### config.mk
export PLATFORM = sky130hd
export DESIGN_NAME = buzzer_scheduler
export DESIGN_NICKNAME = d
export VERILOG_FILES = /design/src/rtl/buzzer_scheduler.sv
export SDC_FILE = /design/constraint.sdc
export NUM_CORES = 1
export LEC_CHECK = 0
export BUFFER_PORTS_ARGS = -buffer_cell sky130_fd_sc_hd__buf_2
export CAP_MARGIN = 10
export CORE_UTILIZATION = 35
export DETAILED_ROUTE_END_ITERATION = 6
export PLACE_DENSITY_LB_ADDON = 0.25
export SYNTH_ARGS = -nofsm -noshare
export SYNTH_HDL_FRONTEND = slang
export SYNTH_SLANG_ARGS = --single-unit
### constraint.sdc
create_clock -name CLK0_3 -period 3.4 [get_ports CLK0_3]
set_input_delay 0.17 -clock CLK0_3 [delete_from_list [all_inputs] [get_ports CLK0_3]]
set_output_delay 0.17 -clock CLK0_3 [all_outputs]
set_load 0.01 [all_outputs]
### src/rtl/buzzer_scheduler.sv
// rtl/buzzer_scheduler.sv - priority scheduler for CPU beeps, key clicks and alarm bursts on one buzzer
// Owner arbitration (alarm > CPU > key), tick-based durations and per-owner square-wave tone.
module buzzer_scheduler (
    input  logic       CLK0_3,
    input  logic       reset,
    input  logic       tick_20ms,
    input  logic       wr_en,
    input  logic [7:0] wr_data,
    input  logic       key_req,
    input  logic       alarm_req,
    output logic       sound,
    output logic [1:0] owner,
    output logic       busy,
    output logic       key_done,
    output logic       alarm_done
);
    localparam logic [2:0] S_IDLE       = 3'd0;
    localparam logic [2:0] S_CPU_SINGLE = 3'd1;
    localparam logic [2:0] S_CPU_CONT   = 3'd2;
    localparam logic [2:0] S_KEY        = 3'd3;
    localparam logic [2:0] S_ALM_ON     = 3'd4;
    localparam logic [2:0] S_ALM_OFF    = 3'd5;

    localparam logic [5:0] DUR_SINGLE = 6'd10;
    localparam logic [5:0] DUR_KEY    = 6'd1;
    localparam logic [5:0] DUR_ALM    = 6'd5;

    localparam logic [7:0] HALF_CPU = 8'd125;
    localparam logic [7:0] HALF_KEY = 8'd75;
    localparam logic [7:0] HALF_ALM = 8'd250;

    localparam logic [1:0] LAST_BURST = 2'd2;

    logic [2:0] state;
    logic [2:0] state_nxt;
    logic [2:0] pick_state;
    logic       key_pend;
    logic       alm_pend;
    logic       cpu_single_pend;
    logic       cpu_cont;
    logic [5:0] dur;
    logic [5:0] dur_limit;
    logic [7:0] tone_cnt;
    logic [7:0] half;
    logic       tone_ff;
    logic [1:0] burst;
    logic [1:0] burst_nxt;
    logic       entry;
    logic       ended;
    logic       key_done_nxt;
    logic       alarm_done_nxt;
    logic       stop;
    logic       wr_single;
    logic       wr_cont;
    logic       cont_eff;
    logic       single_eff;
    logic       cpu_owner;
    logic       alm_owner;
    logic       grant_key;
    logic       grant_alm;
    logic       grant_single;
    logic       unused_wr_bits;

    assign unused_wr_bits = ^wr_data[6:1];

    assign stop      = wr_en & ~wr_data[0];
    assign wr_cont   = wr_en & wr_data[0] & wr_data[7];
    assign wr_single = wr_en & wr_data[0] & ~wr_data[7];

    // A stop in this cycle already cancels CPU requests for arbitration on this edge.
    assign cont_eff   = cpu_cont & ~stop;
    assign single_eff = cpu_single_pend & ~stop;

    assign cpu_owner = (state == S_CPU_SINGLE) || (state == S_CPU_CONT);
    assign alm_owner = (state == S_ALM_ON) || (state == S_ALM_OFF);

    always_comb begin
        dur_limit = 6'd0;
        half      = 8'd0;
        case (state)
            S_CPU_SINGLE: begin
                dur_limit = DUR_SINGLE;
                half      = HALF_CPU;
            end
            S_CPU_CONT: half = HALF_CPU;
            S_KEY: begin
                dur_limit = DUR_KEY;
                half      = HALF_KEY;
            end
            S_ALM_ON: begin
                dur_limit = DUR_ALM;
                half      = HALF_ALM;
            end
            S_ALM_OFF: dur_limit = DUR_ALM;
            default: begin
                dur_limit = 6'd0;
                half      = 8'd0;
            end
        endcase
    end

    assign ended = tick_20ms && (dur_limit != 6'd0) && ((dur + 6'd1) == dur_limit);

    always_comb begin
        pick_state = S_IDLE;
        if (alm_pend)
            pick_state = S_ALM_ON;
        else if (cont_eff)
            pick_state = S_CPU_CONT;
        else if (single_eff)
            pick_state = S_CPU_SINGLE;
        else if (key_pend)
            pick_state = S_KEY;
    end

    // Preemption and stop take precedence over a normal end in the same cycle.
    always_comb begin
        state_nxt      = state;
        burst_nxt      = burst;
        entry          = 1'b0;
        key_done_nxt   = 1'b0;
        alarm_done_nxt = 1'b0;
        if (stop && cpu_owner) begin
            state_nxt = S_IDLE;
            entry     = 1'b1;
        end else if (alm_pend && !alm_owner) begin
            state_nxt    = S_ALM_ON;
            burst_nxt    = 2'd0;
            entry        = 1'b1;
            key_done_nxt = (state == S_KEY);
        end else if ((cont_eff || single_eff) && (state == S_IDLE || state == S_KEY)) begin
            state_nxt    = cont_eff ? S_CPU_CONT : S_CPU_SINGLE;
            entry        = 1'b1;
            key_done_nxt = (state == S_KEY);
        end else if (key_pend && state == S_IDLE) begin
            state_nxt = S_KEY;
            entry     = 1'b1;
        end else if (ended) begin
            entry = 1'b1;
            if (state == S_ALM_ON && burst != LAST_BURST) begin
                state_nxt = S_ALM_OFF;
            end else if (state == S_ALM_OFF) begin
                state_nxt = S_ALM_ON;
                burst_nxt = burst + 2'd1;
            end else begin
                state_nxt      = pick_state;
                key_done_nxt   = (state == S_KEY);
                alarm_done_nxt = (state == S_ALM_ON);
                if (pick_state == S_ALM_ON)
                    burst_nxt = 2'd0;
            end
        end
    end

    assign grant_key    = entry && (state_nxt == S_KEY);
    assign grant_single = entry && (state_nxt == S_CPU_SINGLE);
    assign grant_alm    = entry && (state_nxt == S_ALM_ON) && (state != S_ALM_OFF);

    always_ff @(posedge CLK0_3 or posedge reset) begin
        if (reset) begin
            state           <= S_IDLE;
            burst           <= 2'd0;
            key_pend        <= 1'b0;
            alm_pend        <= 1'b0;
            cpu_single_pend <= 1'b0;
            cpu_cont        <= 1'b0;
            key_done        <= 1'b0;
            alarm_done      <= 1'b0;
        end else begin
            state      <= state_nxt;
            burst      <= burst_nxt;
            key_done   <= key_done_nxt;
            alarm_done <= alarm_done_nxt;
            key_pend   <= (key_pend & ~grant_key) | key_req;
            alm_pend   <= (alm_pend & ~grant_alm) | alarm_req;
            if (stop || wr_cont)
                cpu_single_pend <= 1'b0;
            else
                cpu_single_pend <= (cpu_single_pend & ~grant_single) | wr_single;
            if (stop)
                cpu_cont <= 1'b0;
            else if (wr_cont)
                cpu_cont <= 1'b1;
        end
    end

    always_ff @(posedge CLK0_3 or posedge reset) begin
        if (reset) begin
            dur      <= 6'd0;
            tone_cnt <= 8'd0;
            tone_ff  <= 1'b0;
        end else if (entry) begin
            dur      <= 6'd0;
            tone_cnt <= 8'd0;
            tone_ff  <= 1'b0;
        end else begin
            if (state != S_IDLE && tick_20ms)
                dur <= dur + 6'd1;
            if (half != 8'd0) begin
                if (tone_cnt == half - 8'd1) begin
                    tone_cnt <= 8'd0;
                    tone_ff  <= ~tone_ff;
                end else begin
                    tone_cnt <= tone_cnt + 8'd1;
                end
            end
        end
    end

    always_comb begin
        case (state)
            S_CPU_SINGLE, S_CPU_CONT: owner = 2'd1;
            S_KEY:                    owner = 2'd2;
            S_ALM_ON, S_ALM_OFF:      owner = 2'd3;
            default:                  owner = 2'd0;
        endcase
    end

    assign busy  = (owner != 2'd0);
    assign sound = tone_ff & (half != 8'd0);

endmodule

==> results of run 1 <==
==> worst max-delay path: stages, from the launching register on <==
cell and delay, ns:
sky130_fd_sc_hd__dfrtp_1 0.69, sky130_fd_sc_hd__and2b_1 0.35, sky130_fd_sc_hd__xnor2_1 0.16, sky130_fd_sc_hd__nor3_1 0.18, sky130_fd_sc_hd__nor3_2 0.11, sky130_fd_sc_hd__or4_1 0.53, sky130_fd_sc_hd__o311a_2 0.17, sky130_fd_sc_hd__nor4_4 0.35
sky130_fd_sc_hd__mux2_1 0.35
==> sequential cells by signal, indices dropped and copies added (netlist names) <==
register	flops
cpu_cont	1
alarm_done	1
tone_ff	1
alm_pend	1
tone_cnt	8
dur	6
key_done	1
cpu_single_pend	1
key_pend	1
state	3
burst	2
==> cell type report <==
type	instances	area share
Clock buffer	3	0.0199
Tap cell	70	0.0421
Timing Repair Buffer	22	0.0638
Sequential cell	26	0.313
Multi-Input combinational cell	184	0.550
Inverter	6	0.0108
==> cells in the mapped netlist, types with 5 or more instances <==
cell type / count / share of area
sky130_fd_sc_hd__nor2_1: 29 / 0.057
sky130_fd_sc_hd__dfrtp_1: 26 / 0.34
sky130_fd_sc_hd__a21oi_1: 25 / 0.065
sky130_fd_sc_hd__nand2_1: 22 / 0.043
sky130_fd_sc_hd__nor3_1: 14 / 0.037
sky130_fd_sc_hd__nand3_1: 10 / 0.026
sky130_fd_sc_hd__xnor2_1: 10 / 0.046
sky130_fd_sc_hd__xor2_1: 8 / 0.037
sky130_fd_sc_hd__o21ai_0: 7 / 0.018
sky130_fd_sc_hd__buf_6: 6 / 0.035
sky130_fd_sc_hd__inv_1: 6 / 0.012
sky130_fd_sc_hd__ha_1: 5 / 0.033
==> kinds of logic after synthesis <==
| kind of cell | Yosys count | synth area share |
|---|---|---|
| xor gates and xnor gates | 18 | 0.0825 |
| adders and majority gates | 5 | 0.0327 |
| muxes | 4 | 0.0229 |
| DFF | 26 | 0.341 |
| and+or+nand+nor | 102 | 0.278 |
| buffers and inverters | 17 | 0.0609 |
| AOI/OAI and AO/OA | 55 | 0.183 |
==> per-layer routing <==
metal / up-vias / track usage / part of all wire
met4: 0 / 0.0453 / 0.0088
met5: - / 0 / 0
met1: 777 / 0.238 / 0.53
li1: 833 / - / -
met3: 4 / 0.0238 / 0.028
met2: 15 / 0.239 / 0.44
==> metrics by stage <==
stage	util	power (uW)	cell area [sq um]	std cells
final	0.402	1500	2080	311
after global routing	0.402	1660	2080	311
after CTS	0.402	1520	2080	311
after detailed placement	0.394	1330	2040	308
after global placement	0.394	1330	2040	308
after floorplan	-	1170	1910	227
==> worst paths after layout <==
path / from / to / slack [ns] / depth (start not counted)
min reg2reg: burst[1] / burst[1] / 0.50 / 1
min in group CLK0_3: wr_data[7] / cpu_cont / 0.15 / 3
max: state[1] / burst[1] / 0.40 / 8
min: reset / tone_ff / 0.12 / 2
max in group asynchronous: reset / burst[0] / 2.68 / 2
max reg2reg: state[1] / burst[1] / 0.40 / 8
==> report_power, final <==
part	switching, uW	internal (uW)	total [uW]
logic	423	362	786
registers	140	400	541
clock network	98.2	79.5	178
total	662	842	1500
==> impl_metrics.tcl, run 1 <==
set metrics [dict create \
    run_status "completed" \
    gr-total-overflow 0 \
    ys.flop_type "sky130_fd_sc_hd__dfrtp_1" \
    endpoint_kind "flip-flop" \
    final_net_count 262 \
    synth-warning-count 0 \
    timing.critical_path.fanout_max 16 \
    worst_slew_margin_rel 0.334 \
    number_of_placed_i_o_pins 20 \
    post_synth.cell_area_avg_sq_um 8.42 \
    cts_made_buffers 3 \
    final.setup.worst_slack_ns 0.397 \
    finalHoldViolCount 0 \
    slew_viol_final 0 \
    synth-edff-count 0 \
    floorplan.initialDensity 0.369 \
    initial_antenna_violation_count 0 \
    setup.worst_path.class "reg2reg" \
    largest_net_degree_at_the_start_of_global_routing 27 \
    detail_route.vias_per_cell 5.24 \
    hold_path.class "in2async" \
    achievable-frequency_ghz 0.333 \
    grt_pass1_vias 1491 \
    setup_total_negative_slack_ns 0 \
    drc_errors 0 \
    detailed_route_wire_length_microns 3990 \
    power-per-cell-area_mw_per_mm2 724 \
    proportion_of_layout_cells_with_a_drive_suffix_above_1 0.149 \
    horizontal_extent_of_the_die_microns 75.9 \
    dp_hpwl_microns 2970 \
    floorplan.die_area_sq_mm 0.00576 \
    clock_tree_from_tritoncts "built" \
    place_congestion 0.858 \
    rsz0062_at_grt "no" \
    maxCapViolCount 0 \
    synthesis.nets 246 \
    placement_stage_worst_setup_slack_ns 0.416 \
    layout.cells.most_common_list "sky130_fd_sc_hd__nor2_1, sky130_fd_sc_hd__dfrtp_1, sky130_fd_sc_hd__a21oi_1" \
    filler_cell_count 533 \
    placement_rows 26 \
    ys_types 51 \
    drt-pass1-iter-count 4 \
    syn-instance-count 227 \
    clock_path_buffers 2 \
    drt-initial-drc-count 114 \
    power_leakage_uw 0.000878 \
    port_buffers 13 \
    final_period_util 0.883 \
    grtUsageTotal 0.160 \
    worst_ir_drop_vdd_mv 0.250 \
    most_common_cell_after_layout_fill_and_taps_aside "sky130_fd_sc_hd__nor2_1" \
    post-route-min-period_ns 3.00 \
    clk-insertion-delay-late_ns 0.27 \
    worst_pin_slew_ns 0.997 \
    synthesis.area_sq_mm 0.00191 \
    detail_route.wl_per_cell_microns 12.8 \
    postCtsSetupRepairBufs 0 \
    detail-route-antenna-nets 0 \
    synth-seq-area-share 0.341 \
    synth-seq-cells 26 \
    clk_root_buffer_cell "sky130_fd_sc_hd__clkbuf_8" \
    timing.clock.skew_ns 0.00577 \
    post_cts_hold_buffer_count 0 \
    async_reset_ff_frac 1.00 \
    core_sq_mm 0.00517 \
    cp.arrival_ns 3.16 \
    cp-start-kind "flip-flop" \
    wire_length_of_the_first_global_routing_pass_microns 7020 \
    numClockSinks 26 \
    floorplan.die.height_microns 75.9 \
    finalSetupViolations 0 \
    cts.clk_slew.worst_paths_ns 0.09 \
    flow.area_growth_from_synthesis_pct 8.78 \
    cts_resized 0 \
    holdWs_ns 0.118 \
    diodes 0 \
    ctsHtreeMaxLevel 1 \
    multi_input_area_sq_mm 0.00114 \
    critical_path_required_ns 3.56 \
    via_count 1629 \
    sequential_cell_area_sq_um 651 \
]
Power figures use the tool's default switching activity.
==> inputs of run 2 (changes only) <==
ABC_AREA = 1   (was unset)
SLEW_MARGIN = 30   (was unset)
==> run 2 against run 1 <==
Worst setup slack better by 0.51 ns. Synthesized area shrank 4.2%. Sequential share of layout area up 0.69 points. Clock-buffer cell count is the same. Critical endpoint is now tone_ff. Largest cell class unchanged.
==> impl_metrics.tcl, run 2 <==
set metrics [dict create \
    diodes 0 \
    drc_errors 0 \
    grtUsageTotal 0.161 \
    finalHoldViolCount 0 \
    multi_input_area_sq_mm 0.00101 \
    post-synth-top-area-cell "sky130_fd_sc_hd__dfrtp_1" \
    power_frac_clock 0.160 \
    timing.critical_path.fanout_max 9 \
    seqPwrFrac 0.269 \
    cts_resized 0 \
    rsz0062_at_grt "no" \
    port_buffers 13 \
    numClockSinks 26 \
    gr-total-overflow 0 \
    worst_ir_drop_vdd_mv 0.390 \
    setup.worst_path.class "reg2reg" \
    layout.cells.most_common_list "sky130_fd_sc_hd__nand2_1, sky130_fd_sc_hd__inv_1, sky130_fd_sc_hd__nand3_1" \
    cp.arrival_ns 2.67 \
    hold_start "key_req" \
    clock_path_buffers 2 \
    power_switching_share 0.496 \
    post-route-min-period_ns 2.50 \
    maxCapViolCount 0 \
    proportion_of_layout_cells_with_a_drive_suffix_above_1 0.152 \
    drt-initial-drc-count 112 \
    largest_net_degree_at_the_start_of_global_routing 27 \
    number_of_placed_i_o_pins 20 \
    cts_made_buffers 3 \
    core_sq_mm 0.00488 \
    combinationalPowerShare 0.571 \
    async_reset_ff_frac 1.00 \
    cell_internal_pwr_uw 837 \
    place_congestion 0.882 \
    largest-register "tone_cnt" \
    synthesis.area_sq_mm 0.00183 \
    floorplan.die.height_microns 74.3 \
    crit_start "state[0]" \
    placement_rows 25 \
    cp-start-kind "flip-flop" \
    timing.clock.skew_ns 0.00365 \
    syn-instance-count 262 \
    critical_path_required_ns 3.58 \
    flow.area_growth_from_synthesis_pct 11.1 \
    final_period_util 0.734 \
    sequential_cell_area_sq_um 651 \
    detail_route.vias_per_cell 4.72 \
    synth_most_common_cell "sky130_fd_sc_hd__nand2_1" \
    most_common_cell_after_layout_fill_and_taps_aside "sky130_fd_sc_hd__nand2_1" \
    synthesis.nets 281 \
    setup_total_negative_slack_ns 0 \
    ctsHtreeMaxLevel 1 \
    layoutNonFillerInstCount 344 \
    grt_pass1_vias 1533 \
    horizontal_extent_of_the_die_microns 74.3 \
    post_synth.cell_area_avg_sq_um 6.99 \
    synth-edff-count 0 \
    largest_registers "tone_cnt x8, dur x6, state x3" \
    clk-insertion-delay-late_ns 0.28 \
    slew_viol_final 0 \
    floorplan.die_area_sq_mm 0.00552 \
    initial_antenna_violation_count 0 \
    detail_route.wl_per_cell_microns 11.3 \
    synth-seq-cells 26 \
    yosys.area.top_type_share 0.355 \
    worst_pin_slew_ns 0.566 \
    placement_stage_worst_setup_slack_ns 0.926 \
    clock_tree_from_tritoncts "built" \
    finalSetupViolations 0 \
    hold_path.class "in2reg" \
    netlist_top_cells_area "sky130_fd_sc_hd__dfrtp_1, sky130_fd_sc_hd__nand2_1, sky130_fd_sc_hd__nand3_1" \
    endpoint_kind "flip-flop" \
    worst_slew_margin_rel 0.622 \
    floorplan.initialDensity 0.375 \
    power_leakage_uw 0.00103 \
    cts.clk_slew.worst_paths_ns 0.10 \
    largest_reg_flops 8 \
    worstReg2RegStart "state[0]" \
    synth_common_cells "sky130_fd_sc_hd__nand2_1, sky130_fd_sc_hd__inv_1, sky130_fd_sc_hd__nand3_1" \
    synth-warning-count 0 \
    detailed_route_wire_length_microns 3900 \
    detail-route-antenna-nets 0 \
    total_switching_power_uw 825 \
    clk_root_buffer_cell "sky130_fd_sc_hd__clkbuf_8" \
    ys_types 28 \
    dp_hpwl_microns 3020 \
    power-per-cell-area_mw_per_mm2 817 \
    ys.flop_type "sky130_fd_sc_hd__dfrtp_1" \
    filler_cell_count 524 \
    final_net_count 297 \
    final.setup.worst_slack_ns 0.904 \
    numPlacedInstances 339 \
    via_count 1623 \
    synth-seq-area-share 0.355 \
    run_status "completed" \
    achievable-frequency_ghz 0.401 \
    reg2reg_slack_ns 0.90 \
    wire_length_of_the_first_global_routing_pass_microns 6820 \
    postCtsSetupRepairBufs 0 \
    drt-pass1-iter-count 4 \
]
-- run 2: cell count changes after synthesis, sizes merged, moves of 5 or more --
| cell | change |
|---|---|
| nand2 | +57 |
| nand4 | +5 |
| inv | +33 |
| nand3 | +19 |
| xnor2 | -10 |
| a21oi | -10 |
| nor3 | -13 |
-- run 2: per-layer routing --
metal | routed length (microns) | vias up | global-route usage
met4 | 43 | 0 | 0.0503
li1 | - | 874 | -
met5 | 0 | - | 0
met2 | 1740 | 26 | 0.262
met1 | 1980 | 719 | 0.225
met3 | 141 | 4 | 0.0176
-- run 2: logic make-up (layout without fill, tap and decap cells) --
| kind of cell | after synthesis | after routing | share of synthesized area |
|---|---|---|---|
| and+or+nand+nor | 147 | 147 | 0.368 |
| buffers and inverters | 42 | 57 | 0.0950 |
| AOI/OAI and AO/OA | 37 | 37 | 0.123 |
| DFF | 26 | 26 | 0.355 |
| adders and majority gates | 5 | 5 | 0.0342 |
| xor gates and xnor gates | 5 | 5 | 0.0239 |
-- run 2: through the flow --
| step | cell area (sq um) | util | hold slack [ns] | power (uW) |
|---|---|---|---|---|
| 3_3_place_gp | 1950 | 0.400 | 0.359 | 1390 |
| 2_1_floorplan | 1830 | - | 0.210 | 1230 |
| 4_1_cts | 2030 | 0.417 | 0.0594 | 1670 |
| 3_5_place_dp | 1950 | 0.400 | 0.263 | 1400 |
| 6_report | 2030 | 0.417 | 0.0638 | 1660 |
| 5_1_grt | 2030 | 0.417 | 0.0782 | 1830 |
-- run 2: worst max-delay path: stages (launching register included) --
cell	delay, ns
sky130_fd_sc_hd__dfrtp_1	0.51
sky130_fd_sc_hd__nor2_2	0.23
sky130_fd_sc_hd__nand2_1	0.12
sky130_fd_sc_hd__nand2_1	0.13
sky130_fd_sc_hd__inv_1	0.07
sky130_fd_sc_hd__ha_1	0.29
sky130_fd_sc_hd__xor2_1	0.14
sky130_fd_sc_hd__nand2_1	0.06
sky130_fd_sc_hd__nor3_1	0.19
sky130_fd_sc_hd__nand2_1	0.08
sky130_fd_sc_hd__nor2_1	0.14
sky130_fd_sc_hd__nand2_1	0.06
sky130_fd_sc_hd__nand2_1	0.09
sky130_fd_sc_hd__nand2_1	0.13
sky130_fd_sc_hd__nand2_1	0.09
sky130_fd_sc_hd__o21ai_1	0.06
-- run 2: final timing paths --
| kind | endpoint | cells after the start |
|---|---|---|
| max | tone_ff | 15 |
| min | key_pend | 3 |
| max reg2reg | tone_ff | 15 |
| min reg2reg | tone_ff | 2 |
| max in group asynchronous | dur[4] | 3 |
| min in group asynchronous | burst[0] | 3 |
-- run 2: final cells by class --
| cell class | count | area share |
|---|---|---|
| Clock buffer | 3 | 0.0203 |
| Clock inverter | 1 | 0.0148 |
| Inverter | 39 | 0.0720 |
| Multi-Input combinational cell | 194 | 0.495 |
| Sequential cell | 26 | 0.320 |
| Tap cell | 67 | 0.0412 |
| Timing Repair Buffer | 14 | 0.0369 |
-- run 2: power by group through the flow --
stage | Combinational [uW] | Sequential (uW) | Clock (uW)
after floorplan | 806 | 424 | 0
after global placement | 942 | 451 | 0
after detailed placement | 948 | 453 | 0
after CTS | 952 | 446 | 277
after global routing | 1090 | 457 | 279
final | 948 | 447 | 266
-- run 2: what timing repair did --
action | 4_1_cts | 5_1_grt
endpoints found under the setup margin | 0 | 0
hold buffers | 1 | 0
hold endpoints to repair | 26 | 0
==> inputs of run 3 (changes only) <==
ABC_AREA = 0   (was 1)
clock period = 2.1 ns   (was 3.4 ns; I/O delays follow)
==> run 3 against run 2 <==
Global-route usage grew 2.0 points. The run now ends with negative setup slack left. Clock skew up 0.0054 ns. Critical endpoint is now burst[1]. Total power grew 110%.
==> impl_metrics.tcl, run 3 (same netlist as run 1, synthesis figures left out) <==
set metrics [dict create \
    run_status "finished, violations left" \
    failing_checks "negative setup slack" \
    flow.area_growth_from_synthesis_pct 49.1 \
    holdWs_ns 0.0819 \
    worst_pin_slew_ns 0.353 \
    grtUsageTotal 0.181 \
    floorplan.initialDensity 0.369 \
    hold_path.class "in2reg" \
    filler_cell_count 458 \
    detail_route.vias_per_cell 5.08 \
    achievable-frequency_ghz 0.408 \
    drt-pass1-iter-count 4 \
    finalHoldViolCount 0 \
    timing.clock.skew_ns 0.00908 \
    setup_total_negative_slack_ns -3.20 \
    timing.critical_path.fanout_max 5 \
    most_common_cell_after_layout_fill_and_taps_aside "sky130_fd_sc_hd__buf_4" \
    detailed_route_wire_length_microns 4990 \
    number_of_buffer_and_inverter_stages_on_the_critical_path 0 \
    final_net_count 316 \
    worst_ir_drop_vdd_mv 0.468 \
    path_cells "nand3_2 > xnor2_2 > and3_4 > o2111ai_2 > or4_4 > o311a_4 > nor4_4 > mux2_4" \
    slew_viol_final 0 \
    setup.worst_path.class "reg2reg" \
    horizontal_extent_of_the_die_microns 75.9 \
    cts.clk_slew.worst_paths_ns 0.10 \
    cp.arrival_ns 2.62 \
    power-per-cell-area_mw_per_mm2 1250 \
    drc_errors 0 \
    gr-total-overflow 0 \
    clk_root_buffer_cell "sky130_fd_sc_hd__clkbuf_8" \
    number_of_placed_i_o_pins 20 \
    clock_tree_from_tritoncts "built" \
    hold_start "alarm_req" \
    ctsHtreeMaxLevel 1 \
    diodes 0 \
    placedInstanceArea_sq_mm 0.00245 \
    timing.hold.worst_path_depth 3 \
    power_leakage_uw 0.00121 \
    floorplan.die.height_microns 75.9 \
    final.setup.worst_slack_ns -0.350 \
    port_buffers 13 \
    finalSetupViolations 15 \
    worstReg2RegStart "dur[0]" \
    detail_route.wl_per_cell_microns 13.6 \
    sequential_cell_area_sq_um 656 \
    reg2reg_slack_ns -0.35 \
    critical_path_required_ns 2.27 \
    rsz0062_at_grt "yes" \
    drt-initial-drc-count 93 \
    post-route-min-period_ns 2.45 \
    dp_hpwl_microns 3590 \
    via_count 1860 \
    layoutNonFillerInstCount 366 \
    cp-start-kind "flip-flop" \
    initial_antenna_violation_count 0 \
    r2r.worst_path.cells 8 \
    detail-route-antenna-nets 0 \
    multi_input_area_sq_mm 0.00141 \
    largest_reg_flops 8 \
    worst_slew_margin_rel 0.765 \
    cts_made_buffers 3 \
    numPlacedInstances 353 \
    place_congestion 0.831 \
    fin_area_sq_mm 0.00285 \
    core_sq_mm 0.00517 \
    placement_rows 26 \
    clk-insertion-delay-late_ns 0.28 \
    endpoint_kind "flip-flop" \
    largest_net_degree_at_the_start_of_global_routing 27 \
    layout.cells.most_common_list "sky130_fd_sc_hd__buf_4, sky130_fd_sc_hd__dfrtp_1, sky130_fd_sc_hd__nor2_1" \
    final_period_util 1.17 \
    worst_path_dominant_cell_family "simple AND/OR/NAND/NOR gates" \
    clock_path_buffers 2 \
    numClockSinks 26 \
    largest-register "tone_cnt" \
    r2r_end "burst[1]" \
    floorplan.die_area_sq_mm 0.00576 \
    sink_of_the_worst_hold_path "alm_pend" \
    maxCapViolCount 0 \
    crit_slowest_cell "sky130_fd_sc_hd__or4_4" \
    longest_individual_stage_delay_on_the_worst_path_ns 0.54 \
    largest_registers "tone_cnt x8, dur x6, state x3" \
    grt_pass1_vias 1691 \
    wire_length_of_the_first_global_routing_pass_microns 7840 \
    proportion_of_layout_cells_with_a_drive_suffix_above_1 0.463 \
]
==> run 3: changes by cell type in the layout (fill, tap and decap cells not counted), sizes merged, moves of 4 or more <==
cell	delta
o21bai	-4
xnor2	+10
a21oi	+10
nor3	+13
nand2	-57
o21ai	-4
buf	+61
nand2b	+4
nand3	-19
nor2b	+4
inv	-33
nand4	-5
==> run 3: power breakdown <==
| part | switching, uW | internal, uW | total (uW) |
|---|---|---|---|
| clock | 178 | 255 | 434 |
| sequential | 193 | 654 | 847 |
| combinational | 1070 | 1200 | 2270 |
==> run 3: cell type report <==
cell class,instances,area share
Clock buffer,3,0.0145
Clock inverter,1,0.0105
Inverter,6,0.00791
Multi-Input combinational cell,184,0.495
Sequential cell,26,0.230
Tap cell,70,0.0307
Timing Repair Buffer,76,0.211
==> run 3: timing repair <==
action	CTS	global route
pin swaps	13	10
buffers inserted	3	6
endpoints found under the hold margin	26	0
hold buffers	1	0
gates cloned	0	1
resized for setup	24	34
endpoints found under the setup margin	22	24
==> run 3: worst max path at each step <==
stage / startpoint / end / slack [ns] / cells after the start
2_1_floorplan: dur[1] / burst[0] / -0.28 / 7
3_3_place_gp: state[2] / tone_cnt[2] / -0.38 / 12
3_5_place_dp: state[2] / tone_cnt[2] / -0.39 / 11
4_1_cts: dur[1] / burst[1] / -0.35 / 7
5_1_grt: state[2] / tone_ff / -0.44 / 12
6_report: dur[0] / burst[1] / -0.35 / 8
==> run 3: through the flow <==
stage	setup slack, ns	total power, uW	utilization
6_report	-0.350	3550	0.551
5_1_grt	-0.437	3790	0.551
4_1_cts	-0.346	3210	0.512
3_5_place_dp	-0.386	2630	0.473
3_3_place_gp	-0.378	2600	0.473
2_1_floorplan	-0.276	2020	-
==> run 3: worst register-to-register path: stages, from the launching register on <==
cell and delay, ns:
sky130_fd_sc_hd__dfrtp_2 0.44, sky130_fd_sc_hd__nand3_2 0.11, sky130_fd_sc_hd__xnor2_2 0.19, sky130_fd_sc_hd__and3_4 0.21, sky130_fd_sc_hd__o2111ai_2 0.12, sky130_fd_sc_hd__or4_4 0.54
sky130_fd_sc_hd__o311a_4 0.15, sky130_fd_sc_hd__nor4_4 0.23, sky130_fd_sc_hd__mux2_4 0.33
==> run 3: layer usage <==
metal,GRT usage,share of wire,up-vias
met5,0,0,-
met4,0.0432,0.0078,0
met3,0.0238,0.026,4
met2,0.313,0.48,17
met1,0.238,0.49,898
li1,-,-,941
